===== src/rtl/ifu_fetch_pkg.sv =====
// Shared widths, reset PC and state encoding for the instruction fetch unit.
package ifu_fetch_pkg;

  localparam int unsigned ADDR_W = 32;
  localparam int unsigned INST_W = 32;

  localparam logic [ADDR_W-1:0] RESET_PC = 32'h8000_0000;
  localparam logic [ADDR_W-1:0] PC_STEP  = 32'd4;

  typedef enum logic [1:0] {
    IFU_IDLE = 2'd0,
    IFU_REQ  = 2'd1,
    IFU_WAIT = 2'd2,
    IFU_HOLD = 2'd3
  } ifu_state_e;

  // A fetch address that is not word aligned cannot be sent to memory.
  function automatic logic is_misaligned(input logic [ADDR_W-1:0] pc);
    return pc[1:0] != 2'b00;
  endfunction

endpackage


===== src/rtl/ifu_fetch.sv =====
// Instruction fetch unit: PC register, single-outstanding imem reads,
// redirect handling with stale-response kill, valid/ready toward decode.
module ifu_fetch
  import ifu_fetch_pkg::*;
(
  input  logic              clk,
  input  logic              reset,
  input  logic              redirect_valid_i,
  input  logic [ADDR_W-1:0] redirect_pc_i,
  output logic              imem_req_valid_o,
  input  logic              imem_req_ready_i,
  output logic [ADDR_W-1:0] imem_addr_o,
  input  logic              imem_rsp_valid_i,
  input  logic [INST_W-1:0] imem_rsp_data_i,
  input  logic              imem_rsp_err_i,
  output logic              inst_valid_o,
  input  logic              inst_ready_i,
  output logic [INST_W-1:0] inst_o,
  output logic [ADDR_W-1:0] pc_o,
  output logic              fetch_err_o
);

  ifu_state_e        state_q;
  logic [ADDR_W-1:0] pc_q;
  logic [ADDR_W-1:0] addr_q;
  logic [INST_W-1:0] inst_q;
  logic              err_q;
  logic              kill_q;
  logic              req_valid_q;
  logic              inst_valid_q;

  logic              go_req;
  logic [ADDR_W-1:0] tgt_pc;

  // Decide whether a new fetch starts this cycle and from which PC.
  always_comb begin
    go_req = 1'b0;
    tgt_pc = pc_q;
    case (state_q)
      IFU_IDLE: begin
        go_req = 1'b1;
        if (redirect_valid_i) tgt_pc = redirect_pc_i;
      end
      IFU_WAIT: begin
        if (imem_rsp_valid_i && (kill_q || redirect_valid_i)) begin
          go_req = 1'b1;
          if (redirect_valid_i) tgt_pc = redirect_pc_i;
        end
      end
      IFU_HOLD: begin
        if (redirect_valid_i) begin
          go_req = 1'b1;
          tgt_pc = redirect_pc_i;
        end else if (inst_ready_i) begin
          go_req = 1'b1;
          tgt_pc = pc_q + PC_STEP;
        end
      end
      default: ;
    endcase
  end

  // Fetch FSM, PC register and registered outputs.
  always_ff @(posedge clk or posedge reset) begin
    if (reset) begin
      state_q      <= IFU_IDLE;
      pc_q         <= RESET_PC;
      addr_q       <= RESET_PC;
      inst_q       <= '0;
      err_q        <= 1'b0;
      kill_q       <= 1'b0;
      req_valid_q  <= 1'b0;
      inst_valid_q <= 1'b0;
    end else if (go_req) begin
      pc_q   <= tgt_pc;
      kill_q <= 1'b0;
      if (is_misaligned(tgt_pc)) begin
        // Fault is reported locally; memory never sees the bad address.
        state_q      <= IFU_HOLD;
        inst_q       <= '0;
        err_q        <= 1'b1;
        req_valid_q  <= 1'b0;
        inst_valid_q <= 1'b1;
      end else begin
        state_q      <= IFU_REQ;
        addr_q       <= tgt_pc;
        req_valid_q  <= 1'b1;
        inst_valid_q <= 1'b0;
      end
    end else begin
      case (state_q)
        IFU_REQ: begin
          // Request address stays put; the fetch in flight becomes stale.
          if (redirect_valid_i) begin
            pc_q   <= redirect_pc_i;
            kill_q <= 1'b1;
          end
          if (imem_req_ready_i) begin
            state_q     <= IFU_WAIT;
            req_valid_q <= 1'b0;
          end
        end
        IFU_WAIT: begin
          if (redirect_valid_i) begin
            pc_q   <= redirect_pc_i;
            kill_q <= 1'b1;
          end else if (imem_rsp_valid_i) begin
            state_q      <= IFU_HOLD;
            inst_q       <= imem_rsp_data_i;
            err_q        <= imem_rsp_err_i;
            inst_valid_q <= 1'b1;
          end
        end
        default: ;
      endcase
    end
  end

  assign imem_req_valid_o = req_valid_q;
  assign imem_addr_o      = addr_q;
  assign inst_valid_o     = inst_valid_q;
  assign inst_o           = inst_q;
  assign pc_o             = pc_q;
  assign fetch_err_o      = err_q;

endmodule


===== config.mk =====
export PLATFORM = sky130hd
export DESIGN_NAME = ifu_fetch
export DESIGN_NICKNAME = d
export VERILOG_FILES = /design/src/rtl/ifu_fetch_pkg.sv /design/src/rtl/ifu_fetch.sv
export SDC_FILE = /design/constraint.sdc
export NUM_CORES = 1
export LEC_CHECK = 0
export CAP_MARGIN = 5
export CORE_AREA = 4 4 116 118
export CTS_BUF_LIST = sky130_fd_sc_hd__clkbuf_2
export DETAILED_ROUTE_END_ITERATION = 10
export DIE_AREA = 0 0 120 122
export PLACE_DENSITY = 0.87
export SKIP_CTS_REPAIR_TIMING = 1
export SYNTH_ARGS = -nofsm -noshare
export SYNTH_HDL_FRONTEND = slang
export SYNTH_SLANG_ARGS = --single-unit

===== constraint.sdc =====
create_clock -name clk -period 4.5 [get_ports clk]
set_input_delay 0.9 -clock clk [delete_from_list [all_inputs] [get_ports clk]]
set_output_delay 0.9 -clock clk [all_outputs]
set_load 0.02 [all_outputs]

* Word level (Yosys, flattened, before mapping) *
Cells that the tools add are included.

word-level totals
  register bits = 102
  input bits = 71
  output and inout port bits = 99
  word-level logic and storage cells = 75

cells by class
  add/subtract/negate cells = 1
  equality and inequality tests = 8
  muxes and demuxes = 39
  bitwise operators = 1
  reductions and logical operators = 18

operator list
  cell                                                 number
  two-way mux 32 bit                                   11
  one-hot mux 32 bit (3 select lines)                  1
  adder 32 x 3 -> 32 bit, second input constant        1
  two-way mux 1 bit                                    20
  nonzero test 2 bit                                   7
  two-way mux 2 bit                                    5
  != test 3 bit, second input constant                 3
  AND reduction 4 bit                                  2
  AND reduction 2 bit                                  3
  equality test 2 bit, second input constant           2
  != test 2 x 1 -> 1 bit, second input constant        2
  one-hot mux 2 bit (2 select lines)                   1
  one-hot mux 1 bit (3 select lines)                   1
  AND reduction 3 bit                                  1
  nonzero test 3 bit                                   1
  equality test 2 x 1 -> 1 bit, second input constant  1
  zero test 2 bit                                      1
  OR reduction 2 bit                                   1
  logical AND 1 bit                                    1
  logical OR 1 bit                                     1
  NOT 1 bit                                            1

* Longest topological paths before layout *
  depth after elaboration = 7
  mapped depth = 10
  gate-level depth less buffers = 7

* Worst setup path after synthesis *
Ideal clock, no wire load.

  path kind = input -> register
  from = input port imem_rsp_valid_i
  to = register addr_q[30] (netlist: imem_addr_o[30])
  setup time = 0.126 ns
  arrival time = 2.300 ns
  data required time = 4.374 ns
  setup slack = 2.074 ns
  stages = 7
  buffers on the path = 2
  cells stage by stage = buf_2 > a311o_1 > a221oi_2 > o221ai_2 > clkbuf_1 > a221oi_2 > a21oi_1

on the way
  longest elaborated chain between the ends = 6
  elaborated cells on any way between the ends = 8
  classes of those cells = mux (4); bitwise (1); reduce/logical (3)

ends and longest elaborated chain
  element                               RTL line             RTL
  start: declaration                    ifu_fetch.sv:13      input logic imem_rsp_valid_i,
  logical AND 1 bit *                   ifu_fetch.sv:45      if (imem_rsp_valid_i && (kill_q || redirect_valid_i)) begin
  two-way mux 32 bit                    ifu_fetch.sv:45
  one-hot mux 32 bit (3 select lines)   ifu_fetch.sv:39      case (state_q)
  nonzero test 2 bit                    ifu_fetch_pkg.sv:19  return pc[1:0] != 2'b00;
  NOT 1 bit (no source line)            -
  AND reduction 2 bit (no source line)  -
  end signal: assignment                ifu_fetch.sv:86      addr_q <= tgt_pc;
  end: declaration                      ifu_fetch.sv:25      logic [ADDR_W-1:0] addr_q;

Mark *: on every way between the ends. The rest lies on a longest branch, timed or not.
A chain may end at the register's enable or synchronous reset.

* Worst setup path in the final report *
  from = register state_q[1]
  to = register addr_q[27] (netlist: imem_addr_o[27])

on the way
  longest elaborated chain between the ends = 5
  elaborated cells on any way between the ends = 8
  classes of those cells = eq/ne (2); mux (2); bitwise (1); reduce/logical (3)

ends and longest elaborated chain
  element                                                        RTL line             RTL
  start: declaration                                             ifu_fetch.sv:23      ifu_state_e state_q;
  start signal: assignment                                       ifu_fetch.sv:66      state_q <= IFU_IDLE;
  start signal: assignment                                       ifu_fetch.sv:79      state_q <= IFU_HOLD;
  start signal: assignment                                       ifu_fetch.sv:85      state_q <= IFU_REQ;
  equality test 2 bit / zero test 2 bit (equally long branches)  ifu_fetch.sv:39
  one-hot mux 32 bit (3 select lines)                            ifu_fetch.sv:39
  nonzero test 2 bit                                             ifu_fetch_pkg.sv:19
  NOT 1 bit (no source line)                                     -
  AND reduction 2 bit (no source line)                           -

Several ways; a longest one is shown, not always the timed one.

==> summary.md <==
| Metric | Value |
|---|---|
| Tcrit/Tclk final | `66.78%` |
| Dpl cell area | `about 0.0081 mm^2` |
| Worst-path cell chain | `ha_1, buf_4, nor2_1, a21oi_1, a22oi_1, a211o_1, o21ai_0` |
| Routed WL | `~21000 um` |
| Routability Congestion | `between 1 and 1.5` |
| Peak Freq | `roughly 330 MHz` |
| Crit path from | `state_q[1]` |
| H-tree depth | `3` |
| Vias in the first global route | `around 6200` |
| Initial antenna violation count | `1` |
| Final setup TNS | `0 ns` |
| Met2 Usage GRT | `between 40 and 50%` |
| Yosys reg bits | `102` |
| Layout cells sized above 1 | `about 7.5%` |
| Post-synthesis compound-gate area fraction | `28.30%` |
| Delay-heaviest family, CP | `compound AO/OA/AOI/OAI gates` |
| Die Height | `roughly 120 um` |
| Synthesis Warnings | `0` |
| Final design utilization | `65.95%` |
| FP Rows | `41` |
| Synthesized Nets | `794` |
| Clock slew at reported path FFs | `about 0.26 ns` |
| Layout Nets | `between 900 and 1000` |
| Reg2reg start | `state_q[1]` |
| Worst relative slew slack | `approximately 45%` |
| DRT iter0 DRCs | `~700` |
| Most frequent cells in the layout | `169 x clkdlybuf4s50_1, 100 x dfrtp_1, 60 x nand2_1, 50 x o21ai_0, 46 x a21oi_1` |
| Worst hold path class | `reg2reg` |
| TritonCTS buffer count | `9` |
| Worst setup EP type | `register` |
| Initial Util | `between 50 and 60%` |
| Xor/xnor share of the synthesized area | `less than 1%` |
| Peak VDD IR | `around 0.00036 V` |
| Critical path type | `reg2reg` |
| Final Critical Period | `3.005 ns` |
| CTS root buf | `clkbuf_2` |
| First-pass GRT wire length | `33350 um` |
| GR Util All Layers | `about 29%` |
| Routed vias/inst | `6.216` |
| Post-Syn Area per Cell | `8.744 um^2` |
| Sequential cell area | `between 0.002 and 0.003 mm^2` |
| Largest family of logic cells by synthesized area | `compound AO/OA/AOI/OAI gates` |
| Worst hold slack | `between 0.5 and 0.6 ns` |
| RSZ-0062 raised after global routing | `false` |
| Final setup fails | `0` |
| Syn Std Cell Area | `0.006279 mm^2` |
| Most common cell after layout, fill and taps aside | `clkdlybuf4s50_1` |
| Via count | `between 6000 and 7000` |
| Ys async rst share | `100.0%` |
| Slew Limit Fails | `0` |
| Status | `completed` |
| DRT antenna net count | `0` |
| Endpoints failing hold | `0` |
| Clk Latency, worst-skew pair | `around 0.66 ns` |
| Post-Synth Adder-Cell Area | `less than 1%` |
| Port buffer count | `around 170` |
| Seq/Total Area, Yosys | `40.69%` |
| Mux cell area share after synthesis | `around 1.7%` |
| Max cap viols | `0` |
| Number of synthesized flops with an enable pin | `0` |
| Gr busiest metal | `met2` |
| Leakage power | `3.552 nW` |
| Die width | `between 100 and 150 um` |
| CTS Buffer Depth | `2` |
| Met3 usage in global routing | `under 10%` |
| Cell variety after synth | `73` |
| Fillers | `1076` |
| CP max stage delay | `between 0.6 and 0.7 ns` |
| Congestion Overflow GR | `0` |
| Top Ports | `between 150 and 200` |
| Largest net degree at the start of global routing | `between 50 and 60` |
| Placeable Area | `0.01247 mm^2` |
| HPWL after DPL | `about 15000 um` |
| Buf+Inv Stages, Crit Path | `1` |
| Synth Area in Simple Gates | `23.12%` |
| CP arrival | `3.59 ns` |
| CP required | `between 5 and 6 ns` |
| Actual slew at the worst max-slew pin | `0.8291 ns` |
| Drt pass-1 iters | `5` |
| Area of the multi-input gates | `roughly 0.0034 mm^2` |
| Clock skew after layout | `around 0.025 ns` |
| Syn Inst Count | `718` |
| WL/cell | `between 20 and 25 um` |
| CTS tree | `yes` |
| P&R area growth vs syn | `30.95%` |
| DIE AREA | `between 0.01 and 0.015 mm^2` |
| Primary FF master, synth | `dfrtp_1` |
| Fin area | `0.008222 mm^2` |
| Critical Path Start Type | `register` |
| Worst path slowest cell | `a21oi_1` |
| Hold_sp | `inst_o[7]` |
| DRC viols | `0` |
| Power Dens Cells | `around 800 mW/mm^2` |
| Sink Count | `~100` |
| Critical Path Fanout Max | `17` |
| GR Util met1 | `38.28%` |
-- cell type report --
type	instances	area share, %
Inverter	16	0.7609
Timing Repair Buffer	189	22.40
Clock buffer	10	0.6087
Tap cell	172	2.618
Clock inverter	6	0.7457
Sequential cell	102	31.08
Antenna cell	1	0.03044
Multi-Input combinational cell	540	41.76
-- layer usage --
layer	vias up	share of wire (%)
met3	52	8.3
met4	0	3.2
met2	318	47
met5	-	0
met1	3094	41
li1	2976	-
-- cell usage after synthesis (all sizes together) (5+ instances only) --
cell type | count | area (um^2)
dfrtp | 100 | 2502
nand2 | 60 | 225.2
o21ai | 52 | 260.3
a21oi | 46 | 230.2
nor2 | 42 | 157.7
and3 | 35 | 219.0
a21o | 34 | 255.2
clkbuf | 33 | 125.1
a211oi | 29 | 217.7
buf | 27 | 131.4
and2 | 22 | 137.6
nand3 | 20 | 100.1
nor3 | 19 | 95.09
nand4 | 18 | 127.6
inv | 16 | 60.06
nand2b | 14 | 87.58
a31oi | 12 | 75.07
and4 | 9 | 78.83
a221oi | 8 | 82.58
a22o | 7 | 61.31
nor2b | 7 | 43.79
nor4 | 7 | 56.30
a22oi | 6 | 45.04
mux2 | 6 | 67.56
ha | 5 | 62.56
o211a | 5 | 50.05
o31ai | 5 | 37.54
-- state kept, by name, indices dropped and copies added, names as in the netlist --
register / count
imem_addr_o: 32
state_q: 2
fetch_err_o: 1
pc_o: 32
kill_q: 1
inst_o: 32
inst_valid_o: 1
imem_req_valid_o: 1
-- worst reg2reg max path, delay by kind of cell (launching register included) --
| kind | cells | cell delay [ns] |
|---|---|---|
| and+or+nand+nor | 1 | 0.16 |
| buffers and inverters | 1 | 0.34 |
| adders and majority gates | 1 | 0.59 |
| AOI/OAI and AO/OA | 4 | 1.31 |
| DFF | 1 | 0.56 |
-- metrics by stage --
stage	instances	power, mW	setup slack (ns)
2_1_floorplan	718	4.445	0.9278
3_3_place_gp	1019	5.977	1.020
3_5_place_dp	1019	6.058	0.9902
4_1_cts	1035	6.516	1.536
5_1_grt	1036	7.001	1.269
6_report	1036	6.545	1.495
-- power by group --
group,switching (mW),internal (mW)
clock network,0.327,0.130
logic,2.46,1.79
registers,0.484,1.36
-- cell families (layout without fill, tap and decap cells) --
| family | count (synthesis) | in the layout |
|---|---|---|
| AOI/OAI and AO/OA | 255 | 255 |
| muxes | 10 | 10 |
| DFF | 102 | 102 |
| xor gates and xnor gates | 1 | 1 |
| other | 0 | 1 |
| buffers and inverters | 76 | 221 |
| and+or+nand+nor | 269 | 269 |
| adders and majority gates | 5 | 5 |
-- final timing paths --
kind | slack [ns] | endpoint | depth (start not counted)
min reg2reg | 0.51 | inst_o[7] | 1
min in group asynchronous | 0.65 | inst_valid_o | 2
max | 1.50 | imem_addr_o[27] | 7
max reg2reg | 1.50 | imem_addr_o[27] | 7
max in group asynchronous | 3.00 | imem_addr_o[23] | 3
min | 0.51 | inst_o[7] | 1
Note: power is estimated with default switching activity, not from simulation.
